**src/rtl/multiply_add_unit.sv**
```systemverilog
// multiply_add_unit: iterative shift-and-add unit computing
// result = mult_a * mult_b + add_c. It processes one multiplier bit per cycle,
// least significant bit first. It uses a level-enable request and a valid
// signal that stays high until the request is dropped.
module multiply_add_unit #(
  parameter int WORD_WIDTH = 8
) (
  input  logic                      clk,
  input  logic                      reset,
  input  logic                      enable,
  input  logic [WORD_WIDTH-1:0]     mult_a,
  input  logic [WORD_WIDTH-1:0]     mult_b,
  input  logic [WORD_WIDTH-1:0]     add_c,
  output logic                      busy,
  output logic                      valid,
  output logic [2*WORD_WIDTH-1:0]   result
);

  localparam int RW = 2 * WORD_WIDTH;
  localparam int CW = $clog2(WORD_WIDTH + 1);

  typedef enum logic [1:0] {
    IDLE = 2'd0,
    CALC = 2'd1,
    DONE = 2'd2
  } state_e;

  state_e                  state_q,  state_d;
  logic [RW-1:0]           a_sh_q,   a_sh_d;
  logic [WORD_WIDTH-1:0]   b_sh_q,   b_sh_d;
  logic [RW-1:0]           acc_q,    acc_d;
  logic [CW-1:0]           cnt_q,    cnt_d;
  logic [RW-1:0]           result_q, result_d;
  logic [RW-1:0]           acc_sum;

  // Next-state and datapath update for the IDLE -> CALC -> DONE sequence.
  always_comb begin
    // NOTE: every signal gets its hold value first so no path leaves it unassigned (no latches).
    state_d  = state_q;
    a_sh_d   = a_sh_q;
    b_sh_d   = b_sh_q;
    acc_d    = acc_q;
    cnt_d    = cnt_q;
    result_d = result_q;
    acc_sum  = acc_q + (b_sh_q[0] ? a_sh_q : '0);

    unique case (state_q)
      IDLE: begin
        if (enable) begin
          a_sh_d  = {{WORD_WIDTH{1'b0}}, mult_a};
          b_sh_d  = mult_b;
          acc_d   = {{WORD_WIDTH{1'b0}}, add_c};
          cnt_d   = '0;
          state_d = CALC;
        end
      end
      CALC: begin
        acc_d  = acc_sum;
        a_sh_d = a_sh_q << 1;
        b_sh_d = b_sh_q >> 1;
        cnt_d  = cnt_q + CW'(1);
        // The last multiplier bit is handled here, so this cycle's add goes into result.
        if (cnt_q == CW'(WORD_WIDTH - 1)) begin
          result_d = acc_sum;
          state_d  = DONE;
        end
      end
      DONE: begin
        if (!enable) state_d = IDLE;
      end
      default: state_d = IDLE;
    endcase
  end

  // State and datapath registers; a reset aborts any operation in flight.
  always_ff @(posedge clk or posedge reset) begin
    if (reset) begin
      state_q  <= IDLE;
      a_sh_q   <= '0;
      b_sh_q   <= '0;
      acc_q    <= '0;
      cnt_q    <= '0;
      result_q <= '0;
    end else begin
      // NOTE: non-blocking assignments make every register update from the pre-edge values.
      state_q  <= state_d;
      a_sh_q   <= a_sh_d;
      b_sh_q   <= b_sh_d;
      acc_q    <= acc_d;
      cnt_q    <= cnt_d;
      result_q <= result_d;
    end
  end

  // The status outputs are decoded from the state register, so they carry no extra delay.
  always_comb begin
    busy   = (state_q != IDLE);
    valid  = (state_q == DONE);
    result = result_q;
  end

endmodule

```
**config.mk**
```make
export PLATFORM = sky130hd
export DESIGN_NAME = multiply_add_unit
export DESIGN_NICKNAME = d
export VERILOG_FILES = /design/src/rtl/multiply_add_unit.sv
export SDC_FILE = /design/constraint.sdc
export NUM_CORES = 1
export LEC_CHECK = 0
export ABC_AREA = 0
export CAP_MARGIN = 5
export CORE_AREA = 2 2 101 103
export DETAILED_ROUTE_END_ITERATION = 7
export DIE_AREA = 0 0 103 105
export PLACE_DENSITY = 0.64
export REMOVE_ABC_BUFFERS = 1
export SLEW_MARGIN = 20
export SYNTH_ARGS = -nofsm -noshare
export SYNTH_HDL_FRONTEND = slang
export SYNTH_SLANG_ARGS = --single-unit
```
**constraint.sdc**
```tcl
create_clock -name clk -period 7.7 [get_ports clk]
set_input_delay 1.54 -clock clk [delete_from_list [all_inputs] [get_ports clk]]
set_output_delay 1.54 -clock clk [all_outputs]
set_load 0.01 [all_outputs]
```
* Word-level counts from Yosys, hierarchy flattened
Cells that the tools add are included.
** Word-level totals
- Bits in registers :: 62
- Output and inout port bits :: 18
** Cells by class
- Add/subtract/negate cells :: 2
- Equality and inequality tests :: 6
- Mux-type cells :: 13
- Reductions and logical operators :: 6
** Operators with widths (number)
- $pmux 16 s2 :: 2
- $mux 16 :: 3
- $add 16x16->16 :: 1
- $pmux 8 s2 :: 1
- $mux 8 :: 1
- $pmux 4 s2 :: 1
- $mux 2 :: 3
- $ne 2x2->1 const B :: 3
- $pmux 2 s3 :: 1
- $add 4x1->4 const B :: 1
- $eq 4x3->1 const B :: 1
- $mux 4 :: 1
- $reduce_and 2->1 :: 2
- $reduce_bool 2->1 :: 2
- $reduce_and 3->1 :: 1
- $eq 2x1->1 const B :: 1
- $eq 2x2->1 const B :: 1
- $logic_not 2->1 :: 1

* Logic depth before layout (Yosys ltp)
Gate-level depths: netlist of run 1.
- Depth after elaboration :: 3
- Gate-level depth with buffers :: 11
- Gate-level depth less buffers :: 10

* Worst setup path before layout of run 1
Ideal clock, no wire load.
- Path type :: reg-to-reg
- From :: reg b_sh_q[0]
- To :: reg result_q[8], in the netlist result[8]
- Setup time :: 0.125 ns
- Data arrival time :: 2.562 ns
- Data required time :: 7.575 ns
- Slack :: 5.013 ns
- Stages on the path, launching flop included :: 12
- Buffers on the path :: 1
- Path through :: dfrtp_1 -> clkbuf_1 -> and2_1 -> ha_1 -> fa_1 -> a21oi_1 -> o21bai_1 -> a21oi_2 -> nor2_1 -> or3_1 -> xor2_1 -> mux2_2
** On the way
- Longest elaborated chain between the ends :: 2
** RTL lines
- start: declaration :: RTL line 30 : logic [WORD_WIDTH-1:0] b_sh_q, b_sh_d;
- start signal: assignment :: RTL line 88 : b_sh_q <= b_sh_d;
- $mux 16 :: RTL line 45 : acc_sum = acc_q + (b_sh_q[0] ? a_sh_q : '0);
- $add 16x16->16 :: RTL line 45
- end signal: assignment :: RTL line 91 : result_q <= result_d;
- end: declaration :: RTL line 33 : logic [RW-1:0] result_q, result_d;
Every way passes these cells.
A chain may end at the register's enable or synchronous reset.

* Final worst setup path of run 1
- From :: reg state_q[1]
- To :: out valid
** On the way
- Longest elaborated chain between the ends :: 1
** RTL lines
- start: declaration :: RTL line 28 : state_e state_q, state_d;
- start signal: assignment :: RTL line 86 : state_q <= state_d;
- $eq 2x2->1 :: RTL line 98 : valid = (state_q == DONE);
- end: declaration :: RTL line 15 : output logic valid,
Every way passes these cells.

==> results of run 1 <==
==> sequential cells by signal, indices dropped and copies added (netlist names) <==
register / count
a_sh_q: 16
result: 16
cnt_q: 4
b_sh_q: 8
state_q: 2
acc_q: 16
==> per-layer routing <==
| metal | vias up | track usage (%) | part of all wire (%) |
|---|---|---|---|
| met4 | 0 | 5.83 | 1.5 |
| li1 | 1338 | - | - |
| met2 | 63 | 22.6 | 44 |
| met5 | - | 0 | 0 |
| met3 | 7 | 3.14 | 5.6 |
| met1 | 1302 | 21.7 | 49 |
==> cells in the mapped netlist (all sizes together), types with 2 or more instances <==
| library cell | number |
|---|---|
| a211oi | 2 |
| a21o | 2 |
| a21oi | 39 |
| a22o | 13 |
| a31oi | 4 |
| and2 | 18 |
| and3 | 3 |
| and4 | 3 |
| clkbuf | 19 |
| dfrtp | 62 |
| ha | 16 |
| inv | 3 |
| mux2 | 7 |
| nand2 | 37 |
| nand3 | 4 |
| nor2 | 9 |
| nor2b | 5 |
| o21ai | 28 |
| o21bai | 2 |
| o22a | 5 |
| o22ai | 34 |
| xnor2 | 5 |
| xor2 | 8 |
==> metrics by stage <==
| stage | cells | hold WS (ps) |
|---|---|---|
| 6_report | 515 | 483 |
| 5_1_grt | 515 | 512 |
| 4_1_cts | 515 | 486 |
| 3_5_place_dp | 500 | 471 |
| 3_3_place_gp | 500 | 465 |
| 2_1_floorplan | 321 | 455 |
==> cell families after synthesis <==
logic type | after synthesis
buf+inv | 23
xor+xnor | 14
compound gates | 136
simple gates | 82
fa+ha+maj | 17
mux | 7
flops | 62
==> worst min-delay path, delay by kind of cell (launching register included) <==
family,cells,cell delay [ps]
flops,1,340
compound gates,1,60
simple gates,1,40
==> area by class of cell <==
| type | instances | area, um^2 |
|---|---|---|
| clock buffer | 11 | 151 |
| tap | 133 | 166 |
| fill | 972 | 5580 |
| sequential | 62 | 1550 |
| inverter | 3 | 11.3 |
| multi-input combinational | 256 | 1710 |
| timing repair buffer | 46 | 455 |
| clock inverter | 4 | 22.5 |
==> how the worst min path moves through the flow <==
stage | to | slack (ps)
2_1_floorplan | a_sh_q[6]$_DFFE_PP0P_ | 460
3_3_place_gp | result[5]$_DFFE_PP0P_ | 460
3_5_place_dp | result[6]$_DFFE_PP0P_ | 470
4_1_cts | result[6]$_DFFE_PP0P_ | 490
5_1_grt | result[4]$_DFFE_PP0P_ | 510
6_report | result[4]$_DFFE_PP0P_ | 480
==> power by group <==
| part | internal (mW) | total (mW) | switching (mW) |
|---|---|---|---|
| clock network | 0.131 | 0.257 | 0.127 |
| registers | 0.489 | 0.613 | 0.125 |
| logic | 0.476 | 1.02 | 0.545 |
==> metrics.csv, run 1 <==
metric,value,unit
status,completed,
htreeDepth,3,
grt.total_usage,15.2,%
critical_path_depth,3,
synth.top_cells.by_area,"dfrtp_1 (46%), o22ai_1 (6.4%), ha_1 (6.0%)",
ys.flop_type,dfrtp_1,
hold_buffers,0,
holdPathStages,2,
synthSimpleGateAreaFrac,12.0,%
ir_drop,135,uV
clock_path_buffers,2,
wl_per_cell,15.0,um
synth-adder-area-share,6.58,%
critPathCapture,valid,
path_delay_family,buffers and inverters,
finish.utilization,42.2,%
power,1.89,mW
grt_pass1_wl,13000,um
ys_seq_area_share,46.4,%
synth_xor_area_share,4.08,%
rrSetupSlack,4320,ps
insertion_delay,340,ps
setup_viol,0,
synthArstFlopShare,100,%
drtIter0Drc,94,
place_area,3890,um^2
totalWireLength,7740,um
crit_slowest_cell,clkdlybuf4s50_1,
start_util,34.7,%
syn_area,3340,um^2
vias,2710,
drc,0,
setup_slack,4050,ps
maxSlewViolCount,0,
die_h,105,um
synth_top_area_share,46.4,%
startpoint,state_q[1]$_DFFE_PP0P_,
grt_overflow,0,
syn_avg_cell_area,9.81,um^2
hold_viol,0,
syn_to_final_growth,21.5,%
diodes,0,
mostFrequentLayoutCell,dfrtp_1,
drv_cap,0,
period_share,47.4,%
die_w,103,um
synth_compound_area_share,25.7,%
yosysWarningCount,0,
path_cells,inv_1 -> nor2_1 -> clkdlybuf4s50_1,
drive_gt1_share,9.16,%
first_global_vias,2691,
portBuffers,44,
startpoint_type,flip-flop,
synth_top_family_by_area,compound AO/OA/AOI/OAI gates,
rows,36,
timing.max_slew.rel_slack,32.6,%
final_cell_mix,"dfrtp_1 (62), clkdlybuf4s50_1 (44), nand2_1 (37)",
reg2reg_to,result[9]$_DFFE_PP0P_,
synth_edf_count,0,
synth_top_area_cell,dfrtp_1,
clk_pin_slew,70,ps
via_per_inst,5.26,
ys_seq_elements,62,
min-delay-start,result[4]$_DFFE_PP0P_,
antenna_found_initial,0,
die_area,10800,um^2
tightestPinTransition,1010,ps
cp.required,6160,ps
skew,6.01,ps
power_density,465,nW/um^2
cts_buffers,9,
worstHoldPathType,flip-flop to flip-flop,
period_minus_slack,3650,ps
worstPathMaxFanout,25,
gp_congestion,0.824,
drtPass1Iterations,5,
io_pins,45,
clockRootBuffer,clkbuf_8,
grt_max_degree,63,
nets,422,
arrival,2110,ps
worst_setup_path_end_kind,primary output,
core,9640,um^2
hpwl,5190,um
synthCells,341,
crit_type,flip-flop to primary output,
leakage,1.75,nW
stdcell_area,4060,um^2
rsz0062_at_grt,false,
max_freq,274,MHz
post_cts_resized,0,
cts_setup_buffers,0,
rr_worst_depth,4,
antenna_left,0,
r2r_start,state_q[0]$_DFFE_PP0P_,
cts_tree,done,
synthMuxAreaShare,2.36,%
setup_tns,0,ps
synth_cell_types,40,
slowest_delay,580,ps
post-place-ws,4200,ps
crit_buf_inv,2,
clock-sinks,62,
No activity file was read; power rests on OpenSTA's default activity.
==> run 2: changes to the inputs <==
==> constraint.sdc (replaced) <==
create_clock -name clk -period 3.5 [get_ports clk]
set_input_delay 0.7 -clock clk [delete_from_list [all_inputs] [get_ports clk]]
set_output_delay 0.7 -clock clk [all_outputs]
set_load 0.01 [all_outputs]
==> metrics.csv, run 2 (synthesis gave the netlist of run 1 again) <==
metric,value,unit
leakage,1.79,nW
nets,428,
power_density,1050,nW/um^2
io_pins,45,
setup_tns,0,ps
insertion_delay,340,ps
vias,2759,
wl_per_cell,15.2,um
start_util,34.7,%
drtPass1Iterations,4,
antenna_left,0,
crit_buf_inv,0,
drc,0,
die_w,103,um
portBuffers,44,
rows,36,
status,completed,
drtIter0Drc,128,
reg2reg_to,result[8]$_DFFE_PP0P_,
rr_worst_depth,10,
totalWireLength,7930,um
min-delay-start,result[4]$_DFFE_PP0P_,
clockRootBuffer,clkbuf_8,
arrival,3130,ps
worstPathMaxFanout,18,
rrSetupSlack,600,ps
drv_cap,0,
hpwl,5360,um
ir_drop,330,uV
grt_overflow,0,
clock_path_buffers,2,
clockPowerShare,16.1,%
core,9640,um^2
rsz0062_at_grt,false,
switching_share,40.8,%
regArea,1550,um^2
whs_endpoint,result[4]$_DFFE_PP0P_,
cts_buffers,9,
hold_viol,0,
r2r_start,b_sh_q[0]$_DFFE_PP0P_,
holdPathStages,2,
final_cell_mix,"dfrtp_1 (62), clkdlybuf4s50_1 (44), nand2_1 (37)",
setup_viol,0,
mostFrequentLayoutCell,dfrtp_1,
nFillCells,955,
period_share,82.7,%
multi_input_area,1700,um^2
cts_setup_buffers,0,
hold_buffers,0,
grt.total_usage,15.6,%
crit_slowest_cell,dfrtp_1,
timing.max_slew.rel_slack,47.0,%
post_cts_resized,0,
period_minus_slack,2900,ps
worstHoldPathType,flip-flop to flip-flop,
clock-sinks,62,
cp.required,3730,ps
grt_max_degree,63,
maxSlewViolCount,0,
htreeDepth,3,
startpoint_type,flip-flop,
hold_ws,476,ps
first_global_vias,2730,
slowest_delay,530,ps
path_delay_family,simple AND/OR/NAND/NOR gates,
via_per_inst,5.29,
diodes,0,
pwr-share-seq,31.1,%
switchingPower,1.77,mW
clk_pin_slew,70,ps
path_cells,and2_1 -> ha_1 -> fa_1 -> a21oi_1 -> o21bai_1 -> a21oi_2 -> nor2_1 -> or3_1 -> xor2_1 -> mux2_2,
tightestPinTransition,795,ps
skew,8.30,ps
die_area,10800,um^2
worst_setup_path_end_kind,flip-flop,
max_freq,345,MHz
antenna_found_initial,0,
gp_congestion,0.850,
drive_gt1_share,9.77,%
p_int,2.57,mW
syn_to_final_growth,23.9,%
grt_pass1_wl,13300,um
die_h,105,um
cts_tree,done,
comb_power_share,52.7,%
crit_type,flip-flop to flip-flop,
run 2: stage by stage:
stage / setup WS, ps / instance area (um^2) / power, mW / util (%) / cells
2_1_floorplan: 798 / 3260 / 2.95 / - / 321
3_3_place_gp: 680 / 3930 / 3.58 / 40.8 / 506
3_5_place_dp: 635 / 3930 / 3.65 / 40.8 / 506
4_1_cts: 596 / 4140 / 4.37 / 43.0 / 522
5_1_grt: 432 / 4140 / 4.71 / 43.0 / 522
6_report: 605 / 4140 / 4.34 / 43.0 / 522
run 2: worst max-delay path by stage:
stage | slack [ps] | endpoint | depth (start not counted) | startpoint
after floorplan | 800 | result[0]$_DFFE_PP0P_ | 4 | state_q[0]$_DFFE_PP0P_
after CTS | 600 | result[8]$_DFFE_PP0P_ | 10 | b_sh_q[0]$_DFFE_PP0P_
after global routing | 430 | result[8]$_DFFE_PP0P_ | 10 | b_sh_q[0]$_DFFE_PP0P_
after detailed placement | 640 | result[8]$_DFFE_PP0P_ | 10 | b_sh_q[0]$_DFFE_PP0P_
after global placement | 680 | result[8]$_DFFE_PP0P_ | 10 | b_sh_q[0]$_DFFE_PP0P_
final | 600 | result[8]$_DFFE_PP0P_ | 10 | b_sh_q[0]$_DFFE_PP0P_
run 2: per-layer routing:
layer	share of wire, %	global-route usage, %	up-vias
li1	-	-	1350
met1	48	21.3	1336
met5	0	0	-
met3	5.3	3.68	9
met2	45	23.8	64
met4	1.5	5.83	0
run 2: worst register-to-register path: cells and delay by family (launching register included):
family | cells | cell delay, ps
simple gates | 3 | 660
fa+ha+maj | 2 | 630
compound gates | 3 | 550
flops | 1 | 530
mux | 1 | 270
xor+xnor | 1 | 160
run 2: power groups by stage:
stage | registers [mW] | clock network [mW] | logic [mW]
after detailed placement | 1.36 | 0 | 2.28
after CTS | 1.35 | 0.721 | 2.30
after global placement | 1.35 | 0 | 2.22
after floorplan | 1.32 | 0 | 1.62
final | 1.35 | 0.699 | 2.29
after global routing | 1.41 | 0.755 | 2.54
run 2: final cells by class:
class / count / share of cell area [%]
Timing Repair Buffer: 52 / 12.1
Multi-Input combinational cell: 256 / 41.0
Tap cell: 133 / 4.02
Clock inverter: 4 / 1.69
Inverter: 3 / 0.272
Sequential cell: 62 / 37.4
Clock buffer: 12 / 3.50
==> run 3: changes to the inputs <==
--- a/config.mk
+++ b/config.mk
@@ -10,7 +10,7 @@
 export CORE_AREA = 2 2 101 103
 export DETAILED_ROUTE_END_ITERATION = 7
 export DIE_AREA = 0 0 103 105
-export PLACE_DENSITY = 0.64
+export PLACE_DENSITY = 0.66
 export REMOVE_ABC_BUFFERS = 1
 export SLEW_MARGIN = 20
 export SYNTH_ARGS = -nofsm -noshare
==> constraint.sdc (replaced) <==
create_clock -name clk -period 2.5 [get_ports clk]
set_input_delay 0.5 -clock clk [delete_from_list [all_inputs] [get_ports clk]]
set_output_delay 0.5 -clock clk [all_outputs]
set_load 0.01 [all_outputs]
==> metrics.csv, run 3 (synthesis gave the netlist of run 1 again) <==
metric,value,unit
power,7.03,mW
clock-sinks,62,
multi_input_area,1890,um^2
gp_congestion,0.820,
cts_tree,done,
max_freq,394,MHz
ir_drop,489,uV
startpoint_type,flip-flop,
die_h,105,um
hold_viol,0,
rows,36,
grt.total_usage,17.0,%
drive_gt1_share,24.2,%
rsz0062_at_grt,true,
die_w,103,um
hpwl,5960,um
drv_cap,0,
core,9640,um^2
mostFrequentLayoutCell,dfrtp_1,
drtIter0Drc,204,
nFillCells,908,
setup_slack,-39.1,ps
cp.required,2720,ps
skew,12.3,ps
vias,2951,
clockRootBuffer,clkbuf_8,
status,finished with violations,
crit_top_cell,a21oi_2,
diodes,0,
worst_setup_path_end_kind,flip-flop,
htreeDepth,3,
totalWireLength,9060,um
start_util,34.7,%
die_area,10800,um^2
regArea,1550,um^2
tightestPinTransition,441,ps
switchingPower,2.87,mW
leakage,1.95,nW
switching_share,40.8,%
pwr-share-seq,26.8,%
antenna_left,0,
period_share,102,%
via_per_inst,5.33,
power_density,1530,nW/um^2
first_global_vias,2915,
antenna_found_initial,0,
nets,460,
p_int,4.16,mW
drtPass1Iterations,4,
io_pins,45,
maxSlewViolCount,0,
portBuffers,44,
clock_path_buffers,2,
cts_buffers,9,
drc,0,
hold_buffers,0,
insertion_delay,340,ps
crit_slowest_cell,dfrtp_2,
comb_power_share,60.0,%
rrSetupSlack,-40,ps
slowest_delay,450,ps
clockPowerShare,13.2,%
wl_per_cell,16.3,um
place_area,4090,um^2
grt_overflow,0,
period_minus_slack,2540,ps
path_cells,and2_4 -> ha_4 -> fa_2 -> a21oi_2 -> o21bai_1 -> a21oi_2 -> nor2_2 -> or3_1 -> xor2_1 -> mux2_4,
syn_to_final_growth,37.1,%
crit_type,flip-flop to flip-flop,
worstHoldPathType,flip-flop to flip-flop,
violations,setup timing,
stdcell_area,4590,um^2
finish.utilization,47.6,%
arrival,2760,ps
clk_pin_slew,70,ps
worstPathMaxFanout,5,
timing.max_slew.rel_slack,70.5,%
final_cell_mix,"dfrtp_1 (61), clkdlybuf4s50_1 (44), nand2_1 (37), buf_4 (37), o22ai_1 (34)",
grt_pass1_wl,14400,um
hold_ws,476,ps
setup_viol,2,
grt_max_degree,63,
==> run 3: cell types whose count changed in the layout (fill, tap and decap cells not counted), moves of 5 or more <==
cell | previous run | this run
ha_4 | 0 | 9
o21ai_0 | 25 | 20
a21oi_1 | 35 | 30
buf_4 | 8 | 37
a21oi_2 | 4 | 9
ha_1 | 16 | 7
==> run 3: layout make-up <==
class                           count  area share (%)
Multi-Input combinational cell    256            41.2
Timing Repair Buffer               84            16.5
Clock inverter                      5            1.25
Sequential cell                    62            33.9
Tap cell                          133            3.63
Clock buffer                       11            3.30
Inverter                            3           0.245
==> run 3: timing repair <==
action	4_1_cts	5_1_grt
setup buffers	3	8
setup endpoints to repair	11	12
gates resized for setup	12	29
pin swaps	12	20
cloned	0	1
==> run 3: layer usage <==
| metal | vias to the layer above | global-route usage (%) | part of all wire [%] |
|---|---|---|---|
| met5 | - | 0 | 0 |
| met4 | 0 | 6.11 | 1.6 |
| met3 | 12 | 3.75 | 4.2 |
| met2 | 76 | 26.2 | 49 |
| met1 | 1455 | 23.4 | 45 |
| li1 | 1408 | - | - |
==> run 3: power groups by stage <==
stage          Combinational (mW)  Sequential (mW)  Clock (mW)
4_1_cts                      3.83             1.86       0.939
3_5_place_dp                 3.62             1.86           0
6_report                     4.22             1.89       0.928
3_3_place_gp                 3.50             1.84           0
5_1_grt                      4.64             1.95       0.990
2_1_floorplan                2.27             1.85           0
==> run 3: worst max-delay path, delay by kind of cell (launching register included) <==
| kind | cells | cell delay (ps) |
|---|---|---|
| and+or+nand+nor | 3 | 550 |
| adders and majority gates | 2 | 510 |
| AOI/OAI and AO/OA | 3 | 480 |
| DFF | 1 | 450 |
| muxes | 1 | 270 |
| xor gates and xnor gates | 1 | 170 |
==> run 3: final timing paths <==
path,startpoint,to,depth (start not counted)
min,result[5]$_DFFE_PP0P_,result[5]$_DFFE_PP0P_,2
min reg2reg,result[5]$_DFFE_PP0P_,result[5]$_DFFE_PP0P_,2
min in group asynchronous,reset,acc_q[11]$_DFFE_PP0P_,3
max,b_sh_q[0]$_DFFE_PP0P_,result[8]$_DFFE_PP0P_,10
max in group asynchronous,reset,b_sh_q[0]$_DFFE_PP0P_,3
max reg2reg,b_sh_q[0]$_DFFE_PP0P_,result[8]$_DFFE_PP0P_,10
==> run 3: through the flow <==
| step | instances | TNS (ps) | setup slack (ps) |
|---|---|---|---|
| final | 554 | -47.4 | -39.1 |
| after global routing | 554 | -473 | -111 |
| after CTS | 545 | -3.70 | -2.84 |
| after detailed placement | 526 | -899 | -176 |
| after global placement | 526 | -203 | -80.2 |
| after floorplan | 321 | -2050 | -202 |
==> RTL change, RTL diff (config.mk and constraints of run 2) <==
Put a register stage on the output `result`, without a reset. The value now appears one clock later. The other outputs are not delayed to match. Comments in the files are not updated.
--- a/src/rtl/multiply_add_unit.sv
+++ b/src/rtl/multiply_add_unit.sv
@@ -24,6 +24,8 @@
     CALC = 2'd1,
     DONE = 2'd2
   } state_e;
+
+  logic [2*WORD_WIDTH-1:0] result_c;
 
   state_e                  state_q,  state_d;
   logic [RW-1:0]           a_sh_q,   a_sh_d;
@@ -96,7 +98,11 @@
   always_comb begin
     busy   = (state_q != IDLE);
     valid  = (state_q == DONE);
-    result = result_q;
+    result_c = result_q;
+  end
+
+  always_ff @(posedge clk) begin
+    result <= result_c;
   end
 
 endmodule
Behaviour: not the same (Yosys sat finds a counterexample within 10 cycles, from zero or initial values and one cycle with reset high).
==> RTL change against run 2 <==
- synthesized cell count up 6.7%
- sequential share of layout area up 3.6 points
- via count down 1.4%
- total power down 8.7%
- first-iteration DRC count up 3.1%
- routed wire length down 2.3%
- area after synthesis up 11%
- final cell count up 4.4%
- final area up 10%
- clock skew up 1.1 ps
- worst setup slack better by 120 ps
- sequential cell count up 16
- fmax up 4.3%
- register-to-register slack better by 200 ps
==> RTL change: results (changes against run 2) <==
post-synthesis compound-gate area fraction: 19.6% (-6.1 points)
vias in the first global route: 2692 (-1.4%)
wire length on met1: 4030 um (+5.4%)
pre-CTS WS: 804 ps (+169 ps)
Seq/Total Area, Yosys: 50.6% (+4.2 points)
met3 WL: 257 um (-39%)
Leak Pwr: 2.05 nW (+14%)
Worst-Skew Late Latency: 360 ps (+20 ps)
maximum clock path buffer count: 2 (unchanged)
Fill cells: 949 (-0.63%)
Int Pwr: 2.55 mW (-0.63%)
Num CTS Buffers: 9 (unchanged)
RePlAce Congestion: 0.885 (+4.1%)
Crit path largest cell delay: 800 ps (+270 ps)
dpl hpwl: 5310 um (-1.0%)
dominant synthesized flop cell: dfrtp_1
Non-Filler Instances: 545 (+4.4%)
Placed Area: 4300 um^2 (+9.4%)
Detail Route met2 WL: 3370 um (-5.5%)
post-synth cell types: 47 (+18%)
top cells by area, synth: dfrtp_1 42%, dfxtp_1 8.7%, ha_1 5.4%, nand2_1 4.9%, a21oi_1 4.6%
status: finished clean
Hold Slack: 372 ps (-104 ps)
Net Sw Frac: 35.6% (-5.2 points)
met3 usage: 3.48% (-0.20 points)
met1 Track Usage GR: 22.8% (+1.5 points)
FFs w/ async S/R, synth: 79.5% (-21 points)
GRT Resource Usage Total: 15.7% (+0.062 points)
delay-heaviest family, CP: buffers and inverters
peak supply drop: 0.259 mV (-22%)
share of post-route cells with drive strength above 1: 8.25% (-1.5 points)
XOR/XNOR Fraction of Synth Area: 3.55% (-0.53 points)
first-pass GRT wire length: 13300 um (-0.52%)
Mapped Cells: 364 (+6.7%)
WP data arrival: 2080 ps (-1050 ps)
Synth Area in Adders: 5.95% (-0.63 points)
CP max FO: 23 (+5)
Sequential Power Share: 39.0% (+7.9 points)
Cells after DPL: 529 (+4.5%)
drt total wl: 7750 um (-2.3%)
most frequent cells after synthesis: 62 x dfrtp_1, 48 x nand2_1, 34 x a21oi_1
DRT iter0 DRCs: 132 (+3.1%)
GR Util met2: 23.0% (-0.88 points)
clock-net power: 872 uW (+25%)
post-synthesis mux area share: 1.62% (-0.73 points)
actual slew at the worst max-slew pin: 704 ps (-91.0 ps)
clk_skew: 9.40 ps (+1.10 ps)
-- RTL change: cell types whose count changed after synthesis, sizes merged, moves of 6 or more --
cell,delta
nor2,+7
o22ai,-32
dfxtp,+16
nand2,+11
o21ai,+6
and3b,+13
-- RTL change: final timing paths --
| kind | start | to | slack [ps] | cells after the start |
|---|---|---|---|---|
| worst min-delay path | result_c[10] | result[10] | 370 | 0 |
| worst max register to register | b_sh_q[0] | acc_q[10] | 800 | 9 |
| worst max-delay path | state_q[0] | valid | 720 | 3 |
| max in group asynchronous | reset | b_sh_q[0] | 2520 | 3 |
| worst min register to register | result_c[10] | result[10] | 370 | 0 |
| min in group asynchronous | reset | a_sh_q[13] | 720 | 3 |
-- RTL change: layout make-up --
type                            instances  area (um^2)  share of cell area, %
Timing Repair Buffer                   50          498                   10.9
Clock inverter                          6          134                   2.94
Multi-Input combinational cell        266         1750                   38.5
Tap cell                              133          166                   3.65
Clock buffer                           10          128                   2.80
Sequential cell                        78         1870                   41.1
Inverter                                2         7.51                  0.165
